**src/rtl/fwd_hazard_scoreboard.sv**
```systemverilog
// Forwarding/hazard scoreboard: tracks in-flight destinations past ID, stalls on
// results that are not yet ready, and registers per-source forward selects for EX.
module fwd_hazard_scoreboard #(
  parameter int REG_W   = 5,
  parameter int NUM_SRC = 3,
  parameter int DEPTH   = 3,
  parameter int SEL_W   = 2,
  parameter bit FWD_EN  = 1'b1
) (
  input  logic                       clk,
  input  logic                       rst,
  input  logic                       id_valid,
  input  logic [NUM_SRC*REG_W-1:0]   id_src,
  input  logic [NUM_SRC-1:0]         id_src_used,
  input  logic [REG_W-1:0]           id_dest,
  input  logic                       id_wb_en,
  input  logic [SEL_W-1:0]           id_rdy,
  input  logic                       flush,
  output logic                       stall,
  output logic                       ex_valid,
  output logic [NUM_SRC*SEL_W-1:0]   ex_fwd_sel,
  output logic [15:0]                stall_cnt
);

  logic [DEPTH-1:1]         sb_v;
  logic [REG_W-1:0]         sb_dest [1:DEPTH-1];
  logic [SEL_W-1:0]         sb_rdy  [1:DEPTH-1];

  logic [NUM_SRC-1:0]       match;
  logic [NUM_SRC-1:0]       hazard;
  logic [SEL_W-1:0]         win_k   [NUM_SRC];
  logic [SEL_W-1:0]         win_rdy [NUM_SRC];
  logic [NUM_SRC*SEL_W-1:0] sel_next;
  logic                     issue;
  logic [SEL_W-1:0]         ins_rdy;

  // Scan oldest to youngest so the youngest matching producer is the one kept.
  always_comb begin
    match    = '0;
    hazard   = '0;
    sel_next = '0;
    for (int i = 0; i < NUM_SRC; i++) begin
      win_k[i]   = '0;
      win_rdy[i] = '0;
      for (int k = DEPTH - 1; k >= 1; k--) begin
        if (id_src_used[i] && (id_src[i*REG_W +: REG_W] != '0) && sb_v[k] &&
            (sb_dest[k] == id_src[i*REG_W +: REG_W])) begin
          match[i]   = 1'b1;
          win_k[i]   = SEL_W'(k);
          win_rdy[i] = sb_rdy[k];
        end
      end
      if (FWD_EN) begin
        hazard[i] = match[i] && (win_k[i] < win_rdy[i]);
        sel_next[i*SEL_W +: SEL_W] = match[i] ? win_k[i] : '0;
      end else begin
        hazard[i] = match[i];
      end
    end
  end

  assign stall   = id_valid & ~flush & (|hazard);
  assign issue   = id_valid & ~stall & ~flush;
  assign ins_rdy = (id_rdy == '0) ? SEL_W'(1) : id_rdy;

  // Scoreboard shift plus the EX-stage registers; a non-issuing cycle inserts a bubble.
  always_ff @(posedge clk) begin
    if (rst) begin
      sb_v       <= '0;
      ex_valid   <= 1'b0;
      ex_fwd_sel <= '0;
      stall_cnt  <= '0;
      for (int k = 1; k < DEPTH; k++) begin
        sb_dest[k] <= '0;
        sb_rdy[k]  <= '0;
      end
    end else begin
      for (int k = 2; k < DEPTH; k++) begin
        sb_v[k]    <= sb_v[k-1];
        sb_dest[k] <= sb_dest[k-1];
        sb_rdy[k]  <= sb_rdy[k-1];
      end
      sb_v[1]    <= issue & id_wb_en & (id_dest != '0);
      sb_dest[1] <= id_dest;
      sb_rdy[1]  <= ins_rdy;
      ex_valid   <= issue;
      ex_fwd_sel <= issue ? sel_next : '0;
      if (stall && (stall_cnt != 16'hFFFF))
        stall_cnt <= stall_cnt + 16'd1;
    end
  end

endmodule
```
**config.mk**
```make
export PLATFORM = sky130hd
export DESIGN_NAME = fwd_hazard_scoreboard
export DESIGN_NICKNAME = d
export VERILOG_FILES = /design/src/rtl/fwd_hazard_scoreboard.sv
export SDC_FILE = /design/constraint.sdc
export NUM_CORES = 1
export LEC_CHECK = 0
export ABC_AREA = 1
export BUFFER_PORTS_ARGS = -buffer_cell sky130_fd_sc_hd__buf_2
export CAP_MARGIN = 0
export CORE_ASPECT_RATIO = 1.1
export CORE_MARGIN = 2
export CORE_UTILIZATION = 53
export DETAILED_ROUTE_END_ITERATION = 10
export GPL_ROUTABILITY_DRIVEN = 0
export PLACE_DENSITY_LB_ADDON = 0.05
export SLEW_MARGIN = 40
export SYNTH_ARGS = -nofsm -noshare
export SYNTH_HDL_FRONTEND = slang
export SYNTH_SLANG_ARGS = --single-unit
```
**constraint.sdc**
```tcl
create_clock -name clk -period 5.25 [get_ports clk]
set_clock_uncertainty 0.2 [all_clocks]
set_input_delay 0.525 -clock clk [delete_from_list [all_inputs] [get_ports clk]]
set_output_delay 0.525 -clock clk [all_outputs]
set_load 0.1 [all_outputs]
```
==> results of run 1 <==
worst max-delay path: cells and delay by family, from the launching register on:
| family | cells | cell delay (ps) |
|---|---|---|
| AOI/OAI and AO/OA | 1 | 170 |
| adders and majority gates | 1 | 260 |
| buffers and inverters | 4 | 690 |
| DFF | 1 | 470 |
| and+or+nand+nor | 9 | 920 |
registers in the layout, summed over array words and instances (netlist names):
name / count
stall_cnt: 16
sb_v: 2
ex_fwd_sel: 6
sb_dest: 10
ex_valid: 1
sb_rdy: 4
power by group through the flow:
stage	combinational, mW	sequential (mW)	clock, mW
5_1_grt	0.0875	0.309	0.210
6_report	0.0762	0.308	0.196
2_1_floorplan	0.0471	0.315	0
3_5_place_dp	0.0758	0.315	0
4_1_cts	0.0763	0.308	0.199
3_3_place_gp	0.0750	0.315	0
cell type report:
class	instances	area, um2	area share [%]
Sequential cell	39	781	26.9
Clock inverter	1	5.00	0.172
Inverter	62	233	8.02
Multi-Input combinational cell	301	1470	50.5
Timing Repair Buffer	54	273	9.40
Tap cell	56	70.1	2.41
Clock buffer	7	76.3	2.63
Yosys cell counts (all sizes together):
library cell / n / area share (%)
o21ai: 2 / 0.40
nand3b: 1 / 0.79
clkbuf: 2 / 0.30
a21oi: 24 / 5.1
xor2: 12 / 4.2
buf: 5 / 1.4
dfxtp: 39 / 31
nor3: 11 / 2.4
nor4: 1 / 0.25
inv: 62 / 9.2
nor2: 64 / 9.7
ha: 4 / 2.0
nand3: 24 / 6.2
xnor2: 5 / 1.7
nand4: 21 / 5.2
nand2: 130 / 20
a22oi: 2 / 0.60
through the flow:
step	util (%)	hold WS, ps
after floorplan	-	188
after global placement	61.1	194
after detailed placement	61.1	197
after CTS	62.8	207
after global routing	62.8	237
final	62.8	206
path summary, 6_finish.rpt:
check | slack, ps | cells past startpoint | end
hold reg to reg | 210 | 2 | sb_rdy[2][0]
hold / removal | 210 | 2 | sb_rdy[2][0]
setup / recovery | 1720 | 15 | stall
setup reg to reg | 2530 | 15 | stall_cnt[3]
cell families after synthesis:
| family | synth area share, % |
|---|---|
| buffers and inverters | 11.0 |
| AND/OR/NAND/NOR | 44.1 |
| adder cells (fa/ha/maj) | 1.98 |
| flip-flops | 31.0 |
| AO/OA/AOI/OAI | 6.05 |
| XOR/XNOR | 5.90 |
placed cells by master (no fill, tap or decap), drive strengths merged, types with 2 or more instances in the layout:
cell,netlist,layout
nor2,64,64
xor2,12,12
a21oi,24,24
ha,4,4
nor3,11,11
a22oi,2,2
o21ai,2,2
nand3,24,24
nand2,130,130
xnor2,5,5
dfxtp,39,39
clkbuf,2,7
nand4,21,21
buf,5,54
inv,62,62
routing by layer:
| layer | share of wire, % | vias to the layer above |
|---|---|---|
| met1 | 41 | 1169 |
| met2 | 52 | 90 |
| met5 | 0 | - |
| met4 | 2.0 | 0 |
| met3 | 4.9 | 10 |
| li1 | - | 1388 |
==> metrics, run 1 <==
Switching Fraction=27.4%; Final Hold Vio Count=0; Sink Count=39; Pwr Total=581 uW; Finished Layout Cells=520; total clock buffers created by CTS=5; Nets=497; Slew Viols, Final=0; syn_nets=443; Vias/cell=5.11; unrepaired setup endpoints after global routing=no; Inst Count DP=512; worst-margin pin slew=592 ps; met2 Track Usage GR=46.2%; remaining antenna violation count after routing=0; crit path kind=reg -> out; CP required=4530 ps; min-delay worst type=reg -> reg; die area=5330 um2; CP startpoint=sb_dest[1][3]; Avg Synthesized Cell Area=6.17 um2; most used cell, CP=nand2_1; Clk Tree Root Cell=clkbuf_8; Die H=76.4 um; hold wc startpoint=sb_rdy[1][0]; global-route usage over all layers=25.2%; Core Rows=26; combinational power share=13.1%; Routed WL=6420 um; Place WS=1830 ps; critical path peak fanout=19; Filler cells=441; number of I/O pins=54; CTS tree=done; Post-Syn Area=2520 um2; core area=4620 um2; initial core utilization=54.6%; hold_buf cts=0; VDD IR max=0.000165 V; met1 Use GR=29.2%; Synth warnings=0; Cells after Synth=409; # setup viols final=0; antenna violations before repair=0; drc violations=0; grt met3 use=3.97%; Chip Width=69.8 um; setup ws final=1720 ps; Port Buffers=53; Worst setup EP type=output port; Clock Latency Late Sink=300 ps; Leak=1.49 nW; Internal=421 uW; flops & latches, synth=39; GRT overflow=0; ratio of cells with drive above 1 in the final layout=17.0%; # H-tree levels=2; switching power=159 uW; Reg power frac=53.1%; CTS Buffer Depth=2; max cap viols=0; detailed placer's ending HPWL=5060 um; fin crit share=67.3%; clk slew on worst S/H paths=80 ps; total number of vias=2657; Placed Instance Area=2820 um2; DR pass1 iterations=4; Critical Path AT=2810 ps; sequential area share after synthesis=31.0%; max frequency=283 MHz; Routed WL per cell=12.4 um; startpoint types=flop; DRC marker count from the first detailed-route iteration=140; vias in the first global route=2485; layout overhead on the synthesized area=15.1%; post-CTS setup buffers=0; CP max-delay cell=dfxtp_1; CTS resizes=0; Most Used Layer, Global Route=met2; Distinct cells, synth=26; Worst slew margin=60.4%; total negative setup slack=0 ps; fin area=2900 um2; Antenna Cells=0; largest net degree at the start of global routing=31; status=finished clean; worst-path cell chain=inv_2, nand2_1, nand2_1, nor2_1, nand3_1, inv_1, nor2_1, a22oi_1, ha_1, nand2_1, nand2_2, nand3_4, nand2_1, inv_1, buf_2; Crit path largest cell delay=470 ps; first-pass GRT wire length=10800 um; Final min period=3530 ps; Power per Cell Area=200 nW/um2; worst r2r src=sb_dest[1][3]; clock power share=33.8%
Note: power is estimated with default switching activity, not from simulation.
==> run 2, diff against run 1 <==
--- a/config.mk
+++ b/config.mk
@@ -5,12 +5,12 @@
 export SDC_FILE = /design/constraint.sdc
 export NUM_CORES = 1
 export LEC_CHECK = 0
-export ABC_AREA = 1
+export ABC_AREA = 0
 export BUFFER_PORTS_ARGS = -buffer_cell sky130_fd_sc_hd__buf_2
 export CAP_MARGIN = 0
 export CORE_ASPECT_RATIO = 1.1
 export CORE_MARGIN = 2
-export CORE_UTILIZATION = 53
+export CORE_UTILIZATION = 47
 export DETAILED_ROUTE_END_ITERATION = 10
 export GPL_ROUTABILITY_DRIVEN = 0
 export PLACE_DENSITY_LB_ADDON = 0.05
==> constraint.sdc (replaced) <==
create_clock -name clk -period 3 [get_ports clk]
set_clock_uncertainty 0.2 [all_clocks]
set_input_delay 0.3 -clock clk [delete_from_list [all_inputs] [get_ports clk]]
set_output_delay 0.3 -clock clk [all_outputs]
set_load 0.1 [all_outputs]
==> metrics, run 2 <==
Synth warnings=0; Chip Width=67.6 um; global-route usage over all layers=22.0%; crit path kind=reg -> out; Async SR Flop Fraction=0%; remaining antenna violation count after routing=0; number of I/O pins=54; max frequency=308 MHz; Sink Count=39; Inst Count DP=358; number of synthesized flops with an enable pin=0; unrepaired setup endpoints after global routing=yes; Distinct cells, synth=42; Clock Latency Late Sink=290 ps; VDD IR max=0.000287 V; commonest non-fill, non-tap cell in the layout=buf_2; max cap viols=0; clk slew on worst S/H paths=80 ps; CP required=2500 ps; post-synth top area cell=dfxtp_1; # H-tree levels=2; critical path peak fanout=4; Routed WL per cell=14.0 um; Top FF cell, synth=dfxtp_1; failing checks=setup timing; Final min period=3250 ps; Avg Synthesized Cell Area=9.41 um2; Worst slew margin=52.3%; CP max-delay cell=dfxtp_4; main area contributors after synthesis=dfxtp_1 37%, xnor2_1 6.7%, xor2_1 6.3%; top cell type's share of synthesized area=37.4%; min-delay worst type=in -> reg; Crit path largest cell delay=370 ps; startpoint types=flop; CTS tree=done; Core Rows=25; status=finished, violations left; ratio of cells with drive above 1 in the final layout=48.3%; Port Buffers=53; worst-margin pin slew=716 ps; max FFs per register=16; # setup viols final=22; Cells after Synth=222; Slew Viols, Final=0; Worst path top cell family by delay=simple AND/OR/NAND/NOR gates; Antenna Cells=0; layout overhead on the synthesized area=53.2%; cell count of the worst reg-to-reg path=12; Finished Layout Cells=385; Vias/cell=5.38; Power per Cell Area=373 nW/um2; Leak=1.39 nW; DRC marker count from the first detailed-route iteration=93; Worst setup EP type=output port; total clock buffers created by CTS=5; first-pass GRT wire length=8360 um; Placed Instance Area=2690 um2; Nets=364; Routed WL=5400 um; vias in the first global route=1801; most frequent cells in the layout=52 x buf_2, 44 x buf_4, 30 x dfxtp_1; fin area=3200 um2; GRT overflow=0; Die H=73.9 um; CTS Buffer Depth=2; fin crit share=108%; DR pass1 iterations=4; sequential area share after synthesis=37.4%; Critical Path AT=2750 ps; Layout Utilization=74.7%; top cells by count, synth=39 x dfxtp_1, 16 x nor2b_1, 16 x xnor2_1, 15 x xor2_1, 13 x a21oi_1; Final Hold Vio Count=0; Reg with most FFs=stall_cnt; largest net degree at the start of global routing=36; total negative setup slack=-2060 ps; worst-path cell chain=xor2_1, nor4_1, nand4b_1, nor2_2, a22oi_2, ha_1, a221oi_4, o31ai_4, buf_6, clkinvlp_4, buf_12; Worst Path Buf+Inv=3; Clk Tree Root Cell=clkbuf_8; Pwr Total=1.19 mW; most frequent cell after synthesis=dfxtp_1; setup ws final=-249 ps; CP Depth=11; die area=5000 um2; biggest regs=stall_cnt: 16 flops, sb_dest: 10 flops, ex_fwd_sel: 6 flops; Post-Syn Area=2090 um2; flops & latches, synth=39; drc violations=0; syn_nets=256; initial core utilization=48.8%; detailed placer's ending HPWL=3720 um; total number of vias=2070; hold path depth=2; antenna violations before repair=0; core area=4290 um2
-- run 2: power breakdown --
| group | switching, mW | internal (mW) | leakage [nW] |
|---|---|---|---|
| registers | 0.0129 | 0.527 | 0.322 |
| logic | 0.0651 | 0.0713 | 1.00 |
| clock network | 0.187 | 0.332 | 0.0644 |
| total | 0.265 | 0.930 | 1.39 |
-- run 2: layout make-up --
type | count | area, um2
multi-input combinational | 173 | 1480
clock inverter | 3 | 67.6
sequential | 39 | 800
clock buffer | 5 | 68.8
timing repair buffer | 104 | 692
tap | 54 | 67.6
inverter | 7 | 30.0
fill | 295 | 1080
-- run 2: final timing paths --
check	end	startpoint	slack [ps]
setup / recovery	stall	sb_dest[2][1]	-250
hold / removal	sb_dest[1][3]	id_dest[3]	20
setup reg to reg	stall_cnt[10]	sb_dest[2][1]	-210
hold reg to reg	sb_rdy[2][0]	sb_rdy[1][0]	240
-- run 2: kinds of logic (layout without fill, tap and decap cells) --
kind of cell / Yosys count / in the layout / synth area share (%)
AO/OA/AOI/OAI: 41 / 44 / 16.5
AND/OR/NAND/NOR: 92 / 92 / 27.1
buffers and inverters: 13 / 119 / 2.69
multiplexers: 2 / 2 / 0.958
XOR/XNOR: 31 / 31 / 13.0
adder cells (fa/ha/maj): 4 / 4 / 2.40
flip-flops: 39 / 39 / 37.4
-- run 2: worst register-to-register path, stage by stage, from the launching register on --
cell and delay, ps:
dfxtp_4 370, xor2_1 140, nor4_1 320, nand4b_1 190, nor2_2 210, a22oi_2 80
ha_1 330, a221oi_4 330, buf_4 170, buf_8 110, o31ai_4 80, or4_1 450
a21oi_1 170
-- run 2: timing repair --
action / 4_1_cts / 5_1_grt
endpoints found under the setup margin: 17 / 24
pin swaps: 13 / 32
resized for setup: 20 / 32
gates cloned: 1 / 2
hold endpoints to repair: 1 / 0
hold buffers: 1 / 0
buffers inserted: 7 / 10
-- run 2: stage by stage --
step                setup slack [ps]  hold WS, ps
floorplan                       -153          196
global route                    -370         27.4
CTS                             -197         19.6
detailed placement              -336          226
global placement                -262          226
finish                          -249         23.1
-- run 2: routing by layer --
metal	part of all wire (%)	global-route usage (%)
met1	48	30.7
met4	0.87	5.90
met3	3.5	4.99
met5	0	0
met2	48	34.2
==> run 3, diff against run 2 <==
--- a/config.mk
+++ b/config.mk
@@ -14,6 +14,7 @@
 export DETAILED_ROUTE_END_ITERATION = 10
 export GPL_ROUTABILITY_DRIVEN = 0
 export PLACE_DENSITY_LB_ADDON = 0.05
+export RECOVER_POWER = 100
 export SLEW_MARGIN = 40
 export SYNTH_ARGS = -nofsm -noshare
 export SYNTH_HDL_FRONTEND = slang
==> metrics, run 3 (synthesis results as in run 2) <==
total clock buffers created by CTS=5; clk slew on worst S/H paths=80 ps; Worst path top cell family by delay=simple AND/OR/NAND/NOR gates; die area=5000 um2; Antenna Cells=0; Final min period=3250 ps; Power per Cell Area=378 nW/um2; CP required=2500 ps; Port Buffers=53; fin crit share=108%; drc violations=0; VDD IR max=0.000288 V; Critical Path AT=2750 ps; antenna violations before repair=0; Clk Tree Root Cell=clkbuf_8; Die H=73.9 um; Worst Path Buf+Inv=3; status=finished, violations left; CP max-delay cell=dfxtp_4; Clock Latency Late Sink=290 ps; worst-margin pin slew=1720 ps; # setup viols final=22; GRT overflow=0; CTS tree=done; Routed WL per cell=14.0 um; global-route usage over all layers=22.0%; remaining antenna violation count after routing=0; core area=4290 um2; Crit path largest cell delay=370 ps; number of I/O pins=54; worst-path cell chain=xor2_1, nor4_1, nand4b_1, nor2_2, a22oi_2, ha_1, a221oi_4, o31ai_4, buf_6, clkinvlp_4, buf_12; Sink Count=39; Inst Count DP=358; commonest non-fill, non-tap cell in the layout=buf_4; ratio of cells with drive above 1 in the final layout=41.1%; Nets=364; CTS Buffer Depth=2; Chip Width=67.6 um; Reg with most FFs=stall_cnt; FF-to-FF setup slack=-230 ps; startpoint types=flop; setup ws final=-250 ps; Worst setup EP type=output port; Slew Viols, Final=36; # H-tree levels=2; Final Hold Vio Count=0; Worst slew margin=-14.4%; Pwr Total=1.20 mW; largest net degree at the start of global routing=36; Filler cells=313; initial core utilization=48.8%; first-pass GRT wire length=8360 um; Leak=1.28 nW; biggest regs=stall_cnt: 16 flops, sb_dest: 10 flops, ex_fwd_sel: 6 flops; layout overhead on the synthesized area=51.7%; most frequent cells in the layout=44 x buf_4, 30 x dfxtp_1, 28 x buf_2; crit path kind=reg -> out; critical path peak fanout=4; DR pass1 iterations=4; Core Rows=25; multi-input logic area=1480 um2; max frequency=308 MHz; Vias/cell=5.36; max FFs per register=16; vias in the first global route=1801; max cap viols=1; failing checks=capacitance limit, slew limit, setup timing; Reg area=800 um2; min-delay worst type=in -> reg; detailed placer's ending HPWL=3720 um; unrepaired setup endpoints after global routing=yes; Routed WL=5390 um; DRC marker count from the first detailed-route iteration=116; Finished Layout Cells=385; total number of vias=2064
run 3: cell types whose count changed in the layout (fill, tap and decap cells not counted):
cell,change
buf_2,-24
clkbuf_1,+24
run 3: area by class of cell:
cell class | instances | area share (%)
inverter | 7 | 0.947
tap | 54 | 2.13
clock inverter | 3 | 2.13
sequential | 39 | 25.2
timing repair buffer | 104 | 20.9
clock buffer | 5 | 2.17
multi-input combinational | 173 | 46.5
run 3: worst reg2reg max path: cells and delay by family, from the launching register on:
kind | cells | cell delay [ps]
AOI/OAI and AO/OA | 4 | 660
xor gates and xnor gates | 1 | 140
adders and majority gates | 1 | 330
buffers and inverters | 2 | 280
DFF | 1 | 370
and+or+nand+nor | 4 | 1160
run 3: timing repair:
action	4_1_cts	5_1_grt
setup buffers	7	10
gates resized for setup	20	32
endpoints found under the hold margin	1	0
endpoints found under the setup margin	17	24
pin swaps	13	32
gates cloned	1	2
hold buffers	1	0
run 3: final timing paths:
check	from	endpoint	cells after the start
worst min register to register	sb_rdy[1][0]	sb_rdy[2][0]	1
worst max-delay path	sb_dest[2][1]	stall	11
worst min-delay path	id_dest[3]	sb_dest[1][3]	2
worst max register to register	sb_dest[2][1]	stall_cnt[10]	12
run 3: power by group:
part / internal, mW / switching, mW
clock network: 0.332 / 0.189
logic: 0.0711 / 0.0650
registers: 0.527 / 0.0129
total: 0.930 / 0.267
run 3: through the flow:
| stage | TNS, ps | worst slack, ps | hold WS, ps | util (%) | instance area [um2] |
|---|---|---|---|---|---|
| 5_1_grt | -5590 | -382 | 27.4 | 74.0 | 3170 |
| 3_5_place_dp | -4010 | -336 | 226 | 62.8 | 2690 |
| 6_report | -2440 | -250 | 21.8 | 74.0 | 3170 |
| 3_3_place_gp | -3040 | -262 | 226 | 62.8 | 2690 |
| 4_1_cts | -405 | -197 | 19.6 | 69.4 | 2980 |
| 2_1_floorplan | -248 | -153 | 196 | - | 2110 |
run 3: per-layer routing:
metal  wire length [um]  GRT usage [%]
met5                  0              0
met4                 47           5.90
met3                215           4.99
met2               2590           34.2
met1               2540           30.7
